<file path="src/rtl/receiver.sv">
// UART receiver: oversampled start/data/parity/stop recovery; valid strobes one cycle after the stop sample.
// No backpressure: message and flags are overwritten by the next frame.
module receiver #(
  parameter int OVERSAMPLE = 16,
  parameter int PARITY     = 1
) (
  input  logic       CLK,
  input  logic       rst_n,
  input  logic       RX,
  output logic [8:1] message,
  output logic       valid,
  output logic       parity_err,
  output logic       frame_err,
  output logic       busy
);

  localparam int CW = $clog2(OVERSAMPLE);
  localparam logic [CW-1:0] HALF = CW'(OVERSAMPLE / 2 - 1);
  localparam logic [CW-1:0] LAST = CW'(OVERSAMPLE - 1);

  typedef enum logic [2:0] {IDLE, START, DATA, PAR, STOP, BREAK} state_t;

  state_t        state;
  logic [CW-1:0] cnt;
  logic [2:0]    idx;
  logic [7:0]    shreg;
  logic          par_bad;
  logic          rx_m;
  logic          rx_s;

  // RX is asynchronous to CLK; idle-high reset keeps a false start from firing out of reset.
  always_ff @(posedge CLK or negedge rst_n) begin
    if (!rst_n) begin
      rx_m <= 1'b1;
      rx_s <= 1'b1;
    end else begin
      rx_m <= RX;
      rx_s <= rx_m;
    end
  end

  always_ff @(posedge CLK or negedge rst_n) begin
    if (!rst_n) begin
      state      <= IDLE;
      cnt        <= '0;
      idx        <= '0;
      shreg      <= '0;
      par_bad    <= 1'b0;
      message    <= '0;
      valid      <= 1'b0;
      parity_err <= 1'b0;
      frame_err  <= 1'b0;
      busy       <= 1'b0;
    end else begin
      valid <= 1'b0;
      case (state)
        IDLE: begin
          if (!rx_s) begin
            state <= START;
            cnt   <= '0;
            busy  <= 1'b1;
          end
        end
        START: begin
          if (cnt == HALF) begin
            cnt <= '0;
            idx <= '0;
            if (!rx_s) begin
              state <= DATA;
            end else begin
              state <= IDLE;
              busy  <= 1'b0;
            end
          end else begin
            cnt <= cnt + 1'b1;
          end
        end
        DATA: begin
          if (cnt == LAST) begin
            cnt        <= '0;
            shreg[idx] <= rx_s;
            if (idx == 3'd7) begin
              idx   <= '0;
              state <= (PARITY != 0) ? PAR : STOP;
            end else begin
              idx <= idx + 1'b1;
            end
          end else begin
            cnt <= cnt + 1'b1;
          end
        end
        PAR: begin
          if (cnt == LAST) begin
            cnt     <= '0;
            par_bad <= (PARITY == 2) ? (^shreg ^ rx_s) : ~(^shreg ^ rx_s);
            state   <= STOP;
          end else begin
            cnt <= cnt + 1'b1;
          end
        end
        STOP: begin
          if (cnt == LAST) begin
            cnt        <= '0;
            message    <= shreg;
            valid      <= 1'b1;
            parity_err <= (PARITY != 0) && par_bad;
            frame_err  <= ~rx_s;
            if (rx_s) begin
              state <= IDLE;
              busy  <= 1'b0;
            end else begin
              state <= BREAK;
            end
          end else begin
            cnt <= cnt + 1'b1;
          end
        end
        BREAK: begin
          // Held-low line: wait for it to return high so it cannot look like a new start bit.
          if (rx_s) begin
            state <= IDLE;
            busy  <= 1'b0;
          end
        end
        default: begin
          state <= IDLE;
          busy  <= 1'b0;
        end
      endcase
    end
  end

endmodule

</file>
<file path="config.mk">
export PLATFORM = sky130hd
export DESIGN_NAME = receiver
export DESIGN_NICKNAME = d
export VERILOG_FILES = /design/src/rtl/receiver.sv
export SDC_FILE = /design/constraint.sdc
export NUM_CORES = 1
export LEC_CHECK = 0
export CAP_MARGIN = 20
export CELL_PAD_IN_SITES_DETAIL_PLACEMENT = 0
export CELL_PAD_IN_SITES_GLOBAL_PLACEMENT = 1
export CORE_ASPECT_RATIO = 2
export CORE_MARGIN = 2
export CORE_UTILIZATION = 41
export DETAILED_ROUTE_END_ITERATION = 10
export PLACE_DENSITY_LB_ADDON = 0.1
export SLEW_MARGIN = 10
export SYNTH_ARGS = -nofsm -noshare
export SYNTH_HDL_FRONTEND = slang
export SYNTH_SLANG_ARGS = --single-unit
</file>
<file path="constraint.sdc">
create_clock -name CLK -period 1.9 [get_ports CLK]
set_input_delay 0.38 -clock CLK [delete_from_list [all_inputs] [get_ports CLK]]
set_output_delay 0.38 -clock CLK [all_outputs]
set_load 0.005 [all_outputs]
</file>
Word level (Yosys, flattened, before mapping)
Cells that the tools add are included.
Widths: inputs -> output; s select.

storage, ports and cells
  bits of input ports = 3
  flip-flop bits (word level) = 33
  word-level logic and storage cells = 77

operators by class
  add/sub/neg operators = 2
  eq/ne operators = 15
  order comparisons = 2
  bitwise gates (word level) = 4
  reductions and logical operators = 14
  multiplexer cells = 28

operators with widths
  kind                 number
  $mux 3               11
  $pmux 3 s6           1
  $ne 2x2->1 const B   7
  $mux 4               3
  $pmux 4 s3           1
  $eq 3x3->1 const B   3
  $bwmux 8             1
  $reduce_and 2->1     4
  $reduce_xor 8->1     1
  $mux 1               7
  $reduce_and 7->1     1
  $eq 3x2->1 const B   2
  $pmux 3 s2           1
  $pmux 1 s5           1
  $add 4x1->4 const B  1
  $eq 4x3->1 const B   1
  $eq 4x4->1 const B   1
  $lt 3x4->1 const B   1
  $reduce_and 4->1     1
  $add 3x1->3 const B  1
  $demux 1 s3          1
  $eq 3x1->1 const B   1
  $ge 3x1->1 const B   1
  $logic_not 3->1      1
  other kinds (9)      11

Longest topological paths before layout
Gate-level depths: netlist of the first run.

  depth after elaboration = 5
  depth in mapped cells = 7

Worst setup path before layout of the first run
Ideal clock, no wire load.

  kind = reg-to-reg
  start = register idx[0]
  end = register state[0]
  library setup time = 125 ps
  arrival time = 1638 ps
  cell stages (with the launch flop) = 7
  required time = 1775 ps
  clock period less this slack = 1763 ps
  path slack = 137 ps
  buffers on the path = 0
  cells stage by stage = dfrtp_1 -> ha_1 -> ha_1 -> nor4b_2 -> a31oi_1 -> o211a_1 -> mux2_4

on the way
  word-level cells in the longest chain between the ends = 3

RTL lines
  what                        line  RTL
  from (decl)                 25    logic [2:0] idx;
  from (signal assigned)      86    idx <= idx + 1'b1;
  $eq 3x3->1                  82    if (idx == 3'd7) begin
  $ne 2x2->1 (no line)        n/a
  $reduce_and 7->1 (no line)  n/a
  to (signal assigned)        84    state <= (PARITY != 0) ? PAR : STOP;
  to (decl)                   23    state_t state;

Every way passes these cells.
A chain may end at the register's enable or synchronous reset.

Final worst setup path of the first run
  start = register cnt[0]
  end = register shreg[4]

on the way
  word-level cells in the longest chain between the ends = 2

RTL lines
  what                             line  RTL
  from (decl)                      24    logic [CW-1:0] cnt;
  from (signal assigned)           75    cnt <= cnt + 1'b1;
  from (signal assigned)           89    cnt <= cnt + 1'b1;
  from (signal assigned)           98    cnt <= cnt + 1'b1;
  $eq 4x4->1                       79    if (cnt == LAST) begin
  $reduce_and 2->1 (no line)       n/a
  to (signal, indexed assignment)  81    shreg[idx] <= rx_s;
  to (decl)                        26    logic [7:0] shreg;

Every way passes these cells.

==> results of run 1 <==
## layer usage
layer / vias up / track usage (%) / routed length, um
li1: 593 / - / -
met1: 581 / 17.0 / 1330
met2: 15 / 31.9 / 2010
met3: 9 / 2.80 / 56
met4: 0 / 10.9 / 134
met5: - / 0 / 0
## synthesized netlist by cell type, drive strengths merged (3+ instances only)
master	count
ha	3
mux2	19
and3	5
dfrtp	31
mux2i	5
buf	8
inv	6
nor2	9
o21ai	3
nand2	9
xnor2	6
nor3	3
nand3b	4
nor2b	3
a21oi	6
nand3	4
## repair_timing
action                                  CTS  global route
endpoints found under the setup margin    0             4
buffers inserted                          0             1
resized for setup                         0             3
## cells by family (layout without fill, tap and decap cells)
family          Yosys count  count (layout)  synth area share, %
mux                      24              24                 16.2
buf+inv                  15              44                 4.35
flops                    33              33                 48.0
fa+ha+maj                 3               3                 2.18
simple gates             44              44                 15.0
compound gates           24              24                 9.36
xor+xnor                  8               8                 4.86
## critical path: cells and delay by family (launching register included)
family	cells	cell delay, ns
and+or+nand+nor	3	0.57
DFF	1	0.39
muxes	1	0.35
adders and majority gates	1	0.24
buffers and inverters	1	0.17
## stage by stage
| stage | setup slack (ns) | cells | util, % |
|---|---|---|---|
| finish | 0.0750 | 232 | 52.3 |
| global route | 0.00808 | 232 | 52.3 |
| CTS | 0.0162 | 231 | 51.8 |
| detailed placement | 0.0194 | 223 | 49.0 |
| global placement | 0.0349 | 223 | 49.0 |
| floorplan | 0.137 | 151 | - |
## final timing paths
| check | start | cells after the start | end | slack [ns] |
|---|---|---|---|---|
| worst max-delay path | cnt[0] | 6 | shreg[4] | 0.07 |
| worst min-delay path | rx_m | 0 | rx_s | 0.36 |
| worst max register to register | cnt[0] | 6 | shreg[4] | 0.07 |
| worst min register to register | rx_m | 0 | rx_s | 0.36 |
| max in group asynchronous | rst_n | 2 | rx_s | 1.19 |
| min in group asynchronous | rst_n | 2 | valid | 0.47 |
## flip-flops by register name (all words and copies together) (netlist names)
name / cells
busy: 1
frame_err: 1
valid: 1
par_bad: 1
message: 8
rx_m: 1
idx: 3
shreg: 8
state: 3
cnt: 4
parity_err: 1
rx_s: 1
## power groups by stage
stage / Clock [mW] / Combinational (mW) / Sequential (mW)
finish: 0.680 / 1.02 / 1.01
global route: 0.730 / 1.15 / 1.02
CTS: 0.701 / 1.02 / 1.00
detailed placement: 0 / 1.02 / 1.02
global placement: 0 / 0.992 / 1.01
floorplan: 0 / 0.726 / 0.960
## cell type report
type                    count  area share (%)
well taps                  52            3.04
repair buffers             30            12.8
multi-input cells         103            39.0
clock buffers               7            4.04
clock inverters             1            1.40
flip-flops and latches     33            38.7
inverters                   6            1.05
==> qor.yml, run 1 <==
routing:
  dr_total_vias: 1198
  wl_per_cell_um: 15.2
  drtAntennaViolNets: 0
  wl_um: 3540
  drc: 0
  firstDrtPassIters: 3
  via_per_inst: 5.16
  dr.first_iter.drc_count: 41
pwr:
  swShare_pct: 34.0
  ir_worst_vdd_v: 0.000830
  clkPwrFrac_pct: 25.1
  power_switching_uw: 921
  p_leak_nw: 1.00
  pwr_density_cell_nw_per_um2: 1270
  power_frac_seq_pct: 37.1
  pwr-share-comb_pct: 37.8
  intPower_mw: 1.79
  power_mw: 2.71
synthesis:
  ys_seq_elements: 33
  synth_cell_types: 44
  avgSynthCellArea_um2: 11.4
  yosysWarningCount: 0
  synth_fp_nets: 157
  yosysSeqAreaShare_pct: 48.0
  synthTopCellsByArea: "dfrtp_1, mux2_2, mux2_4"
  synth_edf_count: 0
  async_flop_share_pct: 100
  ys_dominant_reg_cell: "dfrtp_1"
  netlist.area_leader.share_pct: 45.0
  synth_cells: 151
  syn_area_um2: 1720
  synth_top_cell_by_area: "dfrtp_1"
global_routing:
  grt_pass1_wl_um: 5870
  grt_use_total_pct: 17.1
  antenna_found_initial: 0
  grt.overflow.total: 0
  grt_max_degree: 34
  first_global_vias: 1232
timing:
  fin_skew_ns: 0.00191
  rsz0062_at_grt: "false"
  drv_slew: 0
  finalSetupViolations: 0
  max_freq_ghz: 0.548
  slew_headroom_pct: 69.8
  tns_ns: 0
  fin_crit_sh_pct: 96.1
  finalHoldViolCount: 0
  tightestPinTransition_ns: 0.453
  holdWs_ns: 0.357
  post-route-min-period_ns: 1.83
cells_and_area:
  diodes: 0
  drive_gt1_share_pct: 29.4
  register_area_um2: 828
  layout_common_cells: "dfrtp_1, mux2_2, buf_4"
  design_area_um2: 2140
  nets: 185
  multiInputGateArea_um2: 833
  final_common_cell: "dfrtp_1"
  nFillCells: 360
  syn_to_final_growth_pct: 24.0
worst_setup_path:
  crit_slowest_cell: "dfrtp_1"
  endpoint_kind: "register"
  arrival_ns: 2.00
  path_cells: "ha_2 -> and3_1 -> nand4_1 -> buf_4 -> nor3b_2 -> mux2_2"
  start_kind: "register"
  slowest_delay_ns: 0.39
  crit_required_ns: 2.07
  crit_fanout: 5
  path_class: "register to register"
floorplanning:
  ioPinCount: 15
  die_y_um: 95.7
  core_um2: 4090
  row_count: 33
  die_x_um: 49.9
  start_util_pct: 42.2
  dieArea_um2: 4770
cts:
  clk_latency_ns: 0.28
  cts_buffers: 5
  cts.sinks: 33
  path_clk_slew_ns: 0.07
  clk_path_buf_depth: 2
  cts_max_level: 2
  hold_buffers: 0
  cts_tree: "built"
  root_buffer: "clkbuf_8"
placed_design:
  port_buffers: 14
  gp_congestion: 0.764
  dpl-instance-area_um2: 2000
  dp_hpwl_um: 2580
run_status:
  run_status: "completed"
run:
  drv_cap: 0
worst_hold_path:
  hold_class: "register to register"
Note: power is estimated with default switching activity, not from simulation.
==> inputs of run 2 (changes only) <==
--- a/config.mk
+++ b/config.mk
@@ -9,10 +9,10 @@
 export CELL_PAD_IN_SITES_DETAIL_PLACEMENT = 0
 export CELL_PAD_IN_SITES_GLOBAL_PLACEMENT = 1
 export CORE_ASPECT_RATIO = 2
-export CORE_MARGIN = 2
+export CORE_MARGIN = 1.5
 export CORE_UTILIZATION = 41
 export DETAILED_ROUTE_END_ITERATION = 10
-export PLACE_DENSITY_LB_ADDON = 0.1
+export PLACE_DENSITY = 0.84
 export SLEW_MARGIN = 10
 export SYNTH_ARGS = -nofsm -noshare
 export SYNTH_HDL_FRONTEND = slang
==> run 2 against run 1 <==
Compared with the run above: global-route usage decreased by 0.49 points; largest power group is now registers; die area decreased by 3.0%; largest cell class unchanged; non-clock buffer count decreased by 1; critical path depth decreased by 1.
==> qor.yml, run 2 (synthesized netlist as in run 1, its figures left out) <==
run_status:
  run_status: "completed"
routing:
  highest_layer: "met4"
  firstDrtPassIters: 4
  dr_total_vias: 1235
  wl_per_cell_um: 15.1
  dr.first_iter.drc_count: 32
  wl_met2_um: 2020
  drc: 0
  wl_met3_um: 110
  wl_met1_um: 1300
  wl_um: 3500
  drtAntennaViolNets: 0
  via_per_inst: 5.35
timing:
  drv_slew: 0
  finalHoldViolCount: 0
  tns_ns: 0
  max_freq_ghz: 0.546
  fin_crit_sh_pct: 96.3
  tightestPinTransition_ns: 0.421
  fin_skew_ns: 0.00875
  slew_headroom_pct: 71.9
  finalSetupViolations: 0
  post-route-min-period_ns: 1.83
placed_design:
  gp_congestion: 0.869
  dp.cells: 221
  dp_hpwl_um: 2530
  port_buffers: 14
cts:
  cts_tree: "built"
  path_clk_slew_ns: 0.07
  root_buffer: "clkbuf_8"
  hold_buffers: 0
  clk_latency_ns: 0.29
  clk_path_buf_depth: 2
  cts_buffers: 5
  cts.sinks: 33
  cts_max_level: 2
worst_setup_path:
  path_class: "register to register"
  crit_required_ns: 2.07
  start_kind: "register"
  reg2reg_slack_ns: 0.07
  crit_fanout: 5
  timing.rr.start: "cnt[1]"
  reg2reg_to: "shreg[4]"
  endpoint_kind: "register"
  rr_worst_depth: 5
  arrival_ns: 2.00
cells_and_area:
  layout_common_cells: "dfrtp_1, mux2_2, buf_4"
  nets: 184
  syn_to_final_growth_pct: 23.5
  drive_gt1_share_pct: 29.6
  diodes: 0
  final_cells: 231
  reg.largest.list: "message (8), shreg (8), cnt (4)"
  final_common_cell: "dfrtp_1"
floorplanning:
  row_count: 33
  start_util_pct: 42.6
  ioPinCount: 15
  dieArea_um2: 4630
  die_y_um: 94.7
  die_x_um: 48.9
  core_um2: 4050
global_routing:
  grt_max_degree: 34
  first_global_vias: 1299
  grt_pass1_wl_um: 5790
  antenna_found_initial: 0
  grt.overflow.total: 0
  grt_use_total_pct: 16.6
pwr:
  pwr_density_cell_nw_per_um2: 1290
  ir_worst_vdd_v: 0.000698
  p_leak_nw: 0.993
worst_hold_path:
  hold_depth: 0
  hold_start: "rx_m"
  hold_class: "register to register"
  min_to: "rx_s"
run:
  drv_cap: 0
==> run 2: cell types whose count changed in the layout (fill, tap and decap cells not counted) <==
cell,delta
and3_2,+1
and3_1,-1
ha_4,+1
ha_2,-1
buf_12,-1
==> run 2: layout make-up <==
cell class	count	area (um2)
repair buffers	29	253
inverters	6	22.5
well taps	52	65.1
fillers	392	1920
flip-flops and latches	33	828
multi-input cells	103	845
clock buffers	7	86.3
clock inverters	1	30.0
==> run 2: critical path, cell delays in order, from the launching register on <==
cell,delay (ns)
dfrtp_1,0.43
ha_4,0.18
and3_2,0.24
nand4_1,0.24
nor3b_2,0.26
mux2_2,0.35
==> run 2: report_power, final <==
group	total, mW	leakage (nW)	switching [mW]	internal, mW
sequential	1.04	0.434	0.200	0.838
combinational	1.02	0.501	0.481	0.539
clock	0.683	0.0585	0.256	0.427
total	2.74	0.993	0.937	1.80
==> run 2: metal layers <==
layer,GRT usage (%),up-vias
li1,-,590
met1,15.2,611
met2,32.1,26
met3,4.59,8
met4,8.81,0
met5,0,-
==> run 2: how the worst max path moves through the flow <==
stage | slack (ns) | from | endpoint
after global routing | -0.0003 | cnt[1] | shreg[4]
after CTS | 0.05 | cnt[1] | shreg[1]
after global placement | 0.09 | cnt[0] | shreg[1]
after floorplan | 0.14 | idx[0] | state[0]
final | 0.07 | cnt[1] | shreg[4]
after detailed placement | 0.07 | cnt[1] | shreg[1]
==> run 2: repair_timing <==
item	4_1_cts	5_1_grt
gates resized for setup	0	5
buffers inserted	0	2
setup endpoints to repair	0	4
==> run 2: metrics by stage <==
| stage | utilization, % | setup slack, ns | total power, mW | hold slack, ns | instance area [um2] |
|---|---|---|---|---|---|
| after floorplan | - | 0.137 | 1.69 | 0.0844 | 1720 |
| after global placement | 48.8 | 0.0920 | 1.94 | 0.345 | 1970 |
| after detailed placement | 48.8 | 0.0715 | 1.98 | 0.349 | 1970 |
| after CTS | 51.7 | 0.0481 | 2.66 | 0.359 | 2090 |
| after global routing | 52.6 | -0.000252 | 2.91 | 0.365 | 2130 |
| final | 52.6 | 0.0699 | 2.74 | 0.359 | 2130 |
==> inputs of run 3 (changes only) <==
--- a/config.mk
+++ b/config.mk
@@ -11,6 +11,7 @@
 export CORE_ASPECT_RATIO = 2
 export CORE_MARGIN = 1.5
 export CORE_UTILIZATION = 41
+export CTS_CLUSTER_SIZE = 10
 export DETAILED_ROUTE_END_ITERATION = 10
 export PLACE_DENSITY = 0.84
 export SLEW_MARGIN = 10
==> results of run 3 <==
The final DEF is identical to that of run 2; final timing and power are the same.
